**config.mk**
```make
export PLATFORM = sky130hd
export DESIGN_NAME = vga_timing_gen
export DESIGN_NICKNAME = d
export VERILOG_FILES = /design/src/rtl/vga_timing_gen.sv
export SDC_FILE = /design/constraint.sdc
export NUM_CORES = 1
export LEC_CHECK = 0
export CAP_MARGIN = 25
export CORE_MARGIN = 8
export CORE_UTILIZATION = 50
export DETAILED_ROUTE_END_ITERATION = 12
export GPL_ROUTABILITY_DRIVEN = 1
export GPL_TIMING_DRIVEN = 1
export PLACE_DENSITY_LB_ADDON = 0.2
export SYNTH_ARGS = -nofsm -noshare
export SYNTH_HDL_FRONTEND = slang
export SYNTH_SLANG_ARGS = --single-unit
```
**constraint.sdc**
```tcl
create_clock -name clk -period 4 [get_ports clk]
set_clock_uncertainty 0.2 [all_clocks]
set_input_delay 0.4 -clock clk [delete_from_list [all_inputs] [get_ports clk]]
set_output_delay 0.4 -clock clk [all_outputs]
set_load 0.02 [all_outputs]
```
**src/rtl/vga_timing_gen.sv**
```systemverilog
// VGA raster timing generator: pixel-enable divider, h/v counters, sync/de decode, line/frame strobes.
// Optional macro VGA_PIX_SCALE_EN adds registered scaled coordinates px_x/px_y.
module vga_timing_gen #(
    parameter int unsigned CW          = 10,
    parameter int unsigned CLK_DIV     = 2,
    parameter int unsigned H_ACTIVE    = 640,
    parameter int unsigned H_FP        = 16,
    parameter int unsigned H_SYNC      = 96,
    parameter int unsigned H_BP        = 48,
    parameter int unsigned V_ACTIVE    = 480,
    parameter int unsigned V_FP        = 10,
    parameter int unsigned V_SYNC      = 2,
    parameter int unsigned V_BP        = 33,
    parameter logic        HSYNC_POL   = 1'b0,
    parameter logic        VSYNC_POL   = 1'b0,
    parameter int unsigned SCALE_SHIFT = 1
) (
    input  logic          clk,
    input  logic          rst,
    output logic          pix_en,
    output logic [CW-1:0] h_count,
    output logic [CW-1:0] v_count,
    output logic          hsync,
    output logic          vsync,
    output logic          de,
    output logic          line_start,
    output logic          frame_start
`ifdef VGA_PIX_SCALE_EN
    ,
    output logic [CW-1:0] px_x,
    output logic [CW-1:0] px_y
`endif
);

    localparam int unsigned H_TOTAL = H_ACTIVE + H_FP + H_SYNC + H_BP;
    localparam int unsigned V_TOTAL = V_ACTIVE + V_FP + V_SYNC + V_BP;
    localparam int unsigned HS_BEG  = H_ACTIVE + H_FP;
    localparam int unsigned HS_END  = HS_BEG + H_SYNC;
    localparam int unsigned VS_BEG  = V_ACTIVE + V_FP;
    localparam int unsigned VS_END  = VS_BEG + V_SYNC;
    localparam int unsigned DW      = (CLK_DIV > 1) ? $clog2(CLK_DIV) : 1;

    localparam logic [CW-1:0] H_MAX   = CW'(H_TOTAL - 1);
    localparam logic [CW-1:0] V_MAX   = CW'(V_TOTAL - 1);
    localparam logic [DW-1:0] DIV_MAX = DW'(CLK_DIV - 1);

    if (CLK_DIV < 1) begin : g_chk_div
        $error("vga_timing_gen: CLK_DIV must be >= 1");
    end
    if ((H_TOTAL - 1) >= (2 ** CW) || (V_TOTAL - 1) >= (2 ** CW)) begin : g_chk_cw
        $error("vga_timing_gen: CW too narrow for H_TOTAL-1 / V_TOTAL-1");
    end
    if (SCALE_SHIFT >= CW) begin : g_chk_scale
        $error("vga_timing_gen: SCALE_SHIFT must be smaller than CW");
    end

    logic [DW-1:0] r_div;
    logic          r_pix_en;
    logic [CW-1:0] r_h;
    logic [CW-1:0] r_v;
    logic          r_hsync;
    logic          r_vsync;
    logic          r_de;
    logic          r_line_start;
    logic          r_frame_start;

    logic [DW-1:0] w_div_nxt;
    logic          w_h_wrap;
    logic          w_v_wrap;
    logic [CW-1:0] w_h_nxt;
    logic [CW-1:0] w_v_nxt;
    logic [31:0]   w_hx;
    logic [31:0]   w_vx;
    logic          w_hs_act;
    logic          w_vs_act;

    always_comb begin
        w_div_nxt = (r_div == DIV_MAX) ? '0 : r_div + 1'b1;
        w_h_wrap  = (r_h == H_MAX);
        w_v_wrap  = (r_v == V_MAX);
        w_h_nxt   = r_h;
        w_v_nxt   = r_v;
        if (r_pix_en) begin
            w_h_nxt = w_h_wrap ? '0 : r_h + 1'b1;
            if (w_h_wrap) begin
                w_v_nxt = w_v_wrap ? '0 : r_v + 1'b1;
            end
        end
        // Decode from next-state counts so registered syncs/de line up with the counters.
        w_hx     = 32'(w_h_nxt);
        w_vx     = 32'(w_v_nxt);
        w_hs_act = (w_hx >= HS_BEG) && (w_hx < HS_END);
        w_vs_act = (w_vx >= VS_BEG) && (w_vx < VS_END);
    end

    always_ff @(posedge clk) begin
        if (rst) begin
            r_div         <= '0;
            r_pix_en      <= (CLK_DIV == 1);
            r_h           <= '0;
            r_v           <= '0;
            r_hsync       <= ~HSYNC_POL;
            r_vsync       <= ~VSYNC_POL;
            r_de          <= 1'b1;
            r_line_start  <= 1'b0;
            r_frame_start <= 1'b0;
        end else begin
            r_div         <= w_div_nxt;
            r_pix_en      <= (w_div_nxt == DIV_MAX);
            r_h           <= w_h_nxt;
            r_v           <= w_v_nxt;
            r_hsync       <= w_hs_act ? HSYNC_POL : ~HSYNC_POL;
            r_vsync       <= w_vs_act ? VSYNC_POL : ~VSYNC_POL;
            r_de          <= (w_hx < H_ACTIVE) && (w_vx < V_ACTIVE);
            r_line_start  <= r_pix_en && w_h_wrap;
            r_frame_start <= r_pix_en && w_h_wrap && w_v_wrap;
        end
    end

    assign pix_en      = r_pix_en;
    assign h_count     = r_h;
    assign v_count     = r_v;
    assign hsync       = r_hsync;
    assign vsync       = r_vsync;
    assign de          = r_de;
    assign line_start  = r_line_start;
    assign frame_start = r_frame_start;

`ifdef VGA_PIX_SCALE_EN
    logic [CW-1:0] r_px_x;
    logic [CW-1:0] r_px_y;

    always_ff @(posedge clk) begin
        if (rst) begin
            r_px_x <= '0;
            r_px_y <= '0;
        end else begin
            r_px_x <= w_h_nxt >> SCALE_SHIFT;
            r_px_y <= w_v_nxt >> SCALE_SHIFT;
        end
    end

    assign px_x = r_px_x;
    assign px_y = r_px_y;
`endif

endmodule
```
# Word-level counts from Yosys, hierarchy flattened
# Cells that the tools add are included.
[classes] addsub=3 muxes=7 order_cmp=6 eq_ne=2 reduce_logical=6
[op_table] op="$mux W10" n=5
[op_table] op="$add A10 B1 Y10 const B" n=2
[op_table] op="$eq A10 B10 Y1 const B" n=2
[op_table] op="$lt A10 B10 Y1 const B" n=2
[op_table] op="$lt A10 B9 Y1 const B" n=2
[op_table] op="$ge A10 B10 Y1 const B" n=1
[op_table] op="$ge A10 B9 Y1 const B" n=1
[op_table] op="$logic_and A1 B1 Y1" n=5
[op_table] op="$mux W1" n=2
[op_table] op="$reduce_or A2 Y1" n=1
[op_table] op="$add A1 B1 Y1 const B" n=1
[word_totals] out_inout_bits=26 in_bits=2 regBits=26 elab_cells=32

# Depth between registers and ports, before layout
# Gate-level depths: netlist of the first run.
[logic_depth] depth_word=7 ltp_mapped=8 ltp_nobuf=7

# Worst setup path before layout of the first run
# Ideal clock, no wire load.
[synth_path] kind="reg-to-reg" from="register r_h[7], in the netlist h_count[7]" to="register r_de, in the netlist de" slack_ns=1.133 t_arrival_ns=2.527 stages_incl_launch_ff=7 n_path_buf=1 period_less_slack_ns=2.867 required_ns=3.660 setup_time_ns=0.140 cell_sequence="dfxtp_1 or4b_4 or3_1 clkbuf_2 or4_1 a2111oi_1 a22oi_1"
[synth_via] elab_chain_len=5 word_cells_on_any_way=9 cone_classes="1 x add/sub; 2 x order compare; 1 x eq/ne; 4 x mux; 1 x reduce/logical"
[synth_rtl] item="start, declared" line="59" rtl="logic [CW-1:0] r_h;"
[synth_rtl] item="start signal, assigned" line="110" rtl="r_h <= w_h_nxt;"
[synth_rtl] item="$add A10 B1 Y10 or $eq A10 B10 Y1 (tied branches)" line="84, 79"
[synth_rtl] item="$mux W10, on equally long branches" line="84, 85"
[synth_rtl] item="$mux W10" line="83" rtl="if (r_pix_en) begin"
[synth_rtl] item="$lt A10 B10 Y1 or $lt A10 B9 Y1 (tied branches)" line="114" rtl="r_de <= (w_hx < H_ACTIVE) && (w_vx < V_ACTIVE);"
[synth_rtl] item="$logic_and A1 B1 Y1 (*)" line="114"
[synth_rtl] item="end signal, assigned" line="114"
[synth_rtl] item="end, declared" line="63" rtl="logic r_de;"
# Every way passes the cells marked *; elsewhere a longest branch is shown, timed or not.
# A chain may end at the register's enable or synchronous reset.

# Final worst setup path of the first run
# Ends and elaborated chain as after synthesis.

==> results of run 1 <==
==> synth_stat cells, drive strengths merged, types with 2 or more instances <==
master / number
nor2: 20
a211oi: 2
inv: 9
nor3: 8
mux2i: 2
ha: 3
nor4: 5
a31oi: 2
nand4: 8
xnor2: 6
nand3: 11
xor2: 5
nand2b: 3
nand2: 8
dfxtp: 26
and3: 3
a21oi: 10
o21ai: 3
o211ai: 4
clkbuf: 8
==> flip-flops by register name (all words and copies together) (netlist names) <==
name	cells
v_count	10
vsync	1
hsync	1
frame_start	1
line_start	1
de	1
h_count	10
pix_en	1
==> final timing paths <==
path	start	endpoint	slack, ns
worst max-delay path	h_count[7]$_SDFF_PP0_	de$_SDFF_PP1_	0.89
worst min-delay path	h_count[1]$_SDFF_PP0_	h_count[1]$_SDFF_PP0_	0.34
worst max register to register	h_count[7]$_SDFF_PP0_	de$_SDFF_PP1_	0.89
worst min register to register	h_count[1]$_SDFF_PP0_	h_count[1]$_SDFF_PP0_	0.34
==> per-layer routing <==
layer  track usage [%]  vias up
met5                 0        -
met4              5.37        0
met3              2.45        6
met2              27.7       50
met1              19.1      644
li1                  -      666
==> worst min-delay path, cell delays in order (launching register included) <==
cell and delay (ns):
sky130_fd_sc_hd__dfxtp_1 0.36, sky130_fd_sc_hd__nand2b_1 0.08, sky130_fd_sc_hd__a21oi_1 0.06
==> through the flow <==
stage               total power [mW]  setup slack, ns  std cells
global placement               0.309             1.01        219
CTS                            0.444            0.869        223
detailed placement             0.310            0.886        219
floorplan                      0.296             1.13        168
finish                         0.438            0.886        223
global route                   0.456            0.691        223
==> power breakdown <==
| part | total, mW | internal (mW) | switching [mW] |
|---|---|---|---|
| Clock | 0.134 | 0.0556 | 0.0781 |
| Sequential | 0.272 | 0.264 | 0.00851 |
| Combinational | 0.0324 | 0.0153 | 0.0171 |
| Total | 0.438 | 0.335 | 0.104 |
==> logic make-up (layout without fill, tap and decap cells) <==
kind of cell / count (synthesis) / after routing / synth area share (%)
muxes: 2 / 2 / 1.47
AOI/OAI and AO/OA: 33 / 33 / 16.5
DFF: 26 / 26 / 38.1
buffers and inverters: 17 / 41 / 4.77
and+or+nand+nor: 76 / 76 / 29.3
xor gates and xnor gates: 11 / 11 / 7.06
adders and majority gates: 3 / 3 / 2.75
==> final cells by class <==
cell class / count / area (um^2)
flip-flops and latches: 26 / 520
clock buffers: 4 / 36.3
repair buffers: 28 / 278
inverters: 9 / 33.8
multi-input cells: 125 / 779
well taps: 31 / 38.8
fillers: 257 / 976
==> results.toml, run 1 <==
[status]
outcome = "finished clean"

[pwr]
power.ir.vdd_worst_mv = 0.160
pwr_density_cell_mw_per_mm2 = 260
power.leakage_nw = 0.544

[synth]
synth.top_cell.area_share_pct = 38.1
syn_nets = 173
ys_async_sr_fraction_pct = 0
post_synth_instance_area_mm2 = 0.00137
synth_flop_cell = "sky130_fd_sc_hd__dfxtp_1"
synthDominantAreaCellType = "sky130_fd_sc_hd__dfxtp_1"
netlist_instances = 168
synth-seq-cells = 26
mean_post_synth_cell_area_um2 = 8.13
synth-edff-count = 0
ys_top_cells_by_area = "sky130_fd_sc_hd__dfxtp_1 38%, sky130_fd_sc_hd__nor2_1 5.5%, sky130_fd_sc_hd__nand3_1 4.0%, sky130_fd_sc_hd__xnor2_1 3.8%, sky130_fd_sc_hd__a21oi_1 3.7%"
synth-warning-count = 0
seq_area_frac_synth_pct = 38.1
synth.distinct_cells = 43

[worst_setup_path]
worstPathRequired_ns = 4.01
critical_path.n_buffers_inverters = 0
timing.critical_path.slowest_cell_delay_ns = 0.58
worst-setup-path-type = "reg2reg"
cpMaxStageDelayCell = "sky130_fd_sc_hd__or4b_4"
timing.reg2reg.worst_path_depth = 5
timing.critical_path.arrival_ns = 3.12
worstPathMaxFanout = 15
critPathLaunchType = "flip-flop"
critical_path.endpoint_type = "flip-flop"
cp_top_family = "simple AND/OR/NAND/NOR gates"
cp_cell_sequence = "or4b_4 -> or3_1 -> or4_1 -> a2111oi_1 -> a22oi_1"
path_depth = 5

[timing]
timing_max_transition_violations_final = 0
slew_headroom_pct = 32.9
max_freq_mhz = 321
worst_pin_slew_ns = 0.999
rsz0062_at_grt = "no"
setup_viol = 0
hold_ws_ns = 0.338
hold_violations = 0
timing.final.crit_share_pct = 77.9
finalWorstPathRequiredPeriod_ns = 3.11
setup-tns-final_ns = 0

[hold_path]
min_path_cells = 2
hold_class = "reg2reg"

[routing]
drc = 0
detailed_route_wirelength_on_metal2_um = 1760
dr.max_layer_used = "met4"
dr_wl_met3_um = 211
antenna_violating_nets_post_route = 0
drt_first_iter_violations = 101
avgViaCountPerCell = 6.13
detailroute.via_count = 1366
detailedRoute.firstPassIterationCount = 5
avgRoutedWirePerCell_um = 15.8
met1Wirelength_um = 1510
wirelength_um = 3530

[clock_tree]
post_cts_resize_count = 0
cts_hold_repair.buffers = 0
cts.htree.levels = 1
cts-root-buf = "sky130_fd_sc_hd__clkbuf_4"
postCtsSetupRepairBufs = 0
cts_sinks = 26
tritoncts.num_buffers = 3
cts_tree = "done"
ctsLongestPathBuffers = 2
clkSlewWorstSetupHoldPaths_ns = 0.14
insertion_delay_ns = 0.32

[final_layout]
postLayoutCoreUtil_pct = 63.3
mostFrequentLayoutCell = "sky130_fd_sc_hd__clkdlybuf4s50_1"
finalNetCount = 198
n_antenna_cell = 0
post_synthesis_to_final_layout_area_growth_pct = 23.6
post-route-cell-area_mm2 = 0.00169
most-common-layout-cells = "27 x sky130_fd_sc_hd__clkdlybuf4s50_1, 26 x sky130_fd_sc_hd__dfxtp_1, 20 x sky130_fd_sc_hd__nor2_1"
drive_above_1_share_pct = 4.17

[global_route]
first_global_vias = 1267
global_routing_usage_summed_across_all_routing_layers_pct = 15.8
global_route.overflow_total = 0
grt_start_max_net_pins = 25
grt_antenna_before_repair = 0
first_pass_grt_wire_length_um = 5840

[die]
die_w_um = 68.3
top_level_ports = 28
die_height_um = 68.3
fp.dieArea_mm2 = 0.00466
initial_utilization_pct = 51.3
floorplan.core_area_mm2 = 0.00266
num_rows = 19

[place]
place.port_buffers = 27
weighted_congestion_at_the_end_of_routability_driven_global_placement = 0.951
placement.cell_area_mm2 = 0.00165
dpl.hpwl_um = 2590

[run]
max-cap-violations = 0
Note: power is estimated with default switching activity, not from simulation.
==> run 2: changes to the inputs <==
CORE_UTILIZATION = 45   (was 50)
clock period = 2.6 ns   (was 4 ns; I/O delays follow)
==> run 2 against run 1 <==
Combinational power is 70% higher. Largest power group unchanged. Via count grew 4.5%. Worst hold slack worse by 0.022 ns.
==> results.toml, run 2 (synthesis gave the netlist of run 1 again) <==
[die]
fp.dieArea_mm2 = 0.00505
initial_utilization_pct = 45.8
top_level_ports = 28
floorplan.core_area_mm2 = 0.00298
die_height_um = 71.1
num_rows = 20
die_w_um = 71.1

[place]
place.port_buffers = 27
weighted_congestion_at_the_end_of_routability_driven_global_placement = 0.911
placement.cell_area_mm2 = 0.00174
dp.cells = 229
dpl.hpwl_um = 2800
dpl_worst_slack_ns = 0.0477

[routing]
dr.max_layer_used = "met4"
detailed_route_wirelength_on_metal2_um = 1850
drt_first_iter_violations = 116
antenna_violating_nets_post_route = 0
avgRoutedWirePerCell_um = 16.0
dr_wl_met3_um = 235
detailroute.via_count = 1427
detailedRoute.firstPassIterationCount = 5
avgViaCountPerCell = 6.07
wirelength_um = 3770
met1Wirelength_um = 1580
drc = 0

[global_route]
first_global_vias = 1398
grt_antenna_before_repair = 0
global_route.overflow_total = 0
grt_start_max_net_pins = 15
global_routing_usage_summed_across_all_routing_layers_pct = 15.3
first_pass_grt_wire_length_um = 6350

[status]
outcome = "finished clean"

[timing]
worst_pin_slew_ns = 0.540
timing.final.crit_share_pct = 97.6
timing_max_transition_violations_final = 0
rsz0062_at_grt = "yes"
final.setup.worst_slack_ns = 0.0628
slew_headroom_pct = 63.9
finalWorstPathRequiredPeriod_ns = 2.54
max_freq_mhz = 394
hold_ws_ns = 0.316
setup_viol = 0
setup-tns-final_ns = 0
hold_violations = 0

[final_layout]
drive_above_1_share_pct = 12.4
post-route-cell-area_mm2 = 0.00180
sequential_cell_area_um2 = 527
layoutNonFillerInstCount = 235
n_antenna_cell = 0
post_synthesis_to_final_layout_area_growth_pct = 32.0
mostFrequentLayoutCell = "sky130_fd_sc_hd__clkdlybuf4s50_1"
finalNetCount = 208
postLayoutCoreUtil_pct = 60.5
fillers = 267
multi_input_gate_area_um2 = 811
most-common-layout-cells = "27 x sky130_fd_sc_hd__clkdlybuf4s50_1, 23 x sky130_fd_sc_hd__dfxtp_1, 20 x sky130_fd_sc_hd__nor2_1"

[worst_setup_path]
worstPathMaxFanout = 4
timing.critical_path.slowest_cell_delay_ns = 0.55
timing.critical_path.arrival_ns = 2.55
worstPathRequired_ns = 2.61
regToRegEndpoint = "vsync$_SDFF_PP1_"
r2r_slack_ns = 0.06
worst-setup-path-type = "reg2reg"
critical_path.n_buffers_inverters = 0
cpMaxStageDelayCell = "sky130_fd_sc_hd__or4b_4"
setup.worst_path.end = "vsync$_SDFF_PP1_"
critical_path.endpoint_type = "flip-flop"
regToRegStartpoint = "h_count[5]$_SDFF_PP0_"
critPathLaunchType = "flip-flop"
cp_top_family = "simple AND/OR/NAND/NOR gates"
cp_cell_sequence = "or4b_4 -> or3_4 -> or4_4 -> a2111oi_4 -> nand4_1"
timing.reg2reg.worst_path_depth = 5
startpoint_of_the_most_critical_setup_path = "h_count[5]$_SDFF_PP0_"
path_depth = 5

[pwr]
power.share.sequential_pct = 61.5
pwr_density_cell_mw_per_mm2 = 374
p_comb_share_pct = 8.2
intPower_mw = 0.516
power.leakage_nw = 0.598
pwr-share-clk_pct = 30.3
power_switching_mw = 0.159
power.ir.vdd_worst_mv = 0.326
fin_total_pwr_mw = 0.675
switching_share_pct = 23.5

[clock_tree]
insertion_delay_ns = 0.32
clkSlewWorstSetupHoldPaths_ns = 0.14
ctsLongestPathBuffers = 2
cts_sinks = 26
tritoncts.num_buffers = 3
cts.htree.levels = 1
cts-root-buf = "sky130_fd_sc_hd__clkbuf_4"
cts_tree = "done"

[run]
max-cap-violations = 0

[hold_path]
hold_class = "reg2reg"
run 2: cell count changes in the layout (fill, tap and decap cells not counted), sizes merged:
cell  previous run  this run
buf              1        11
run 2: worst min-delay path by stage:
| stage | start | end | slack (ns) | cells past startpoint |
|---|---|---|---|---|
| 2_1_floorplan | rst | v_count[1]$_SDFF_PP0_ | 0.14 | 1 |
| 3_3_place_gp | h_count[1]$_SDFF_PP0_ | h_count[1]$_SDFF_PP0_ | 0.29 | 2 |
| 3_5_place_dp | h_count[1]$_SDFF_PP0_ | h_count[1]$_SDFF_PP0_ | 0.30 | 2 |
| 4_1_cts | h_count[1]$_SDFF_PP0_ | h_count[1]$_SDFF_PP0_ | 0.32 | 2 |
| 5_1_grt | h_count[0]$_SDFF_PP0_ | h_count[0]$_SDFF_PP0_ | 0.37 | 2 |
| 6_report | h_count[1]$_SDFF_PP0_ | h_count[1]$_SDFF_PP0_ | 0.32 | 2 |
run 2: timing repair:
| action | CTS | global route |
|---|---|---|
| hold buffers | 0 | 0 |
| buffers inserted | 0 | 2 |
| resized for setup | 0 | 2 |
| endpoints found under the setup margin | 0 | 2 |
run 2: area by class of cell:
class                   instances  share of cell area (%)
clock buffers                   4                    2.01
well taps                      33                    2.29
inverters                       9                    1.87
flip-flops and latches         26                    29.2
repair buffers                 38                    19.6
multi-input cells             125                    45.0
run 2: worst register-to-register path: stages (launching register included):
cell,delay [ns]
sky130_fd_sc_hd__dfxtp_4,0.37
sky130_fd_sc_hd__or4b_4,0.55
sky130_fd_sc_hd__or3_4,0.39
sky130_fd_sc_hd__or4_4,0.44
sky130_fd_sc_hd__a2111oi_4,0.34
sky130_fd_sc_hd__nand4_1,0.14
run 2: power groups by stage:
stage | logic [mW] | clock network [mW] | registers (mW)
after floorplan | 0.0261 | 0 | 0.428
after global placement | 0.0544 | 0 | 0.423
after detailed placement | 0.0555 | 0 | 0.424
after CTS | 0.0555 | 0.213 | 0.415
after global routing | 0.0604 | 0.227 | 0.417
final | 0.0551 | 0.204 | 0.415
run 2: metal layers:
layer | vias to the layer above | track usage, %
met4 | 0 | 8.78
met5 | - | 0
li1 | 695 | -
met2 | 58 | 26.3
met3 | 11 | 2.40
met1 | 663 | 17.4
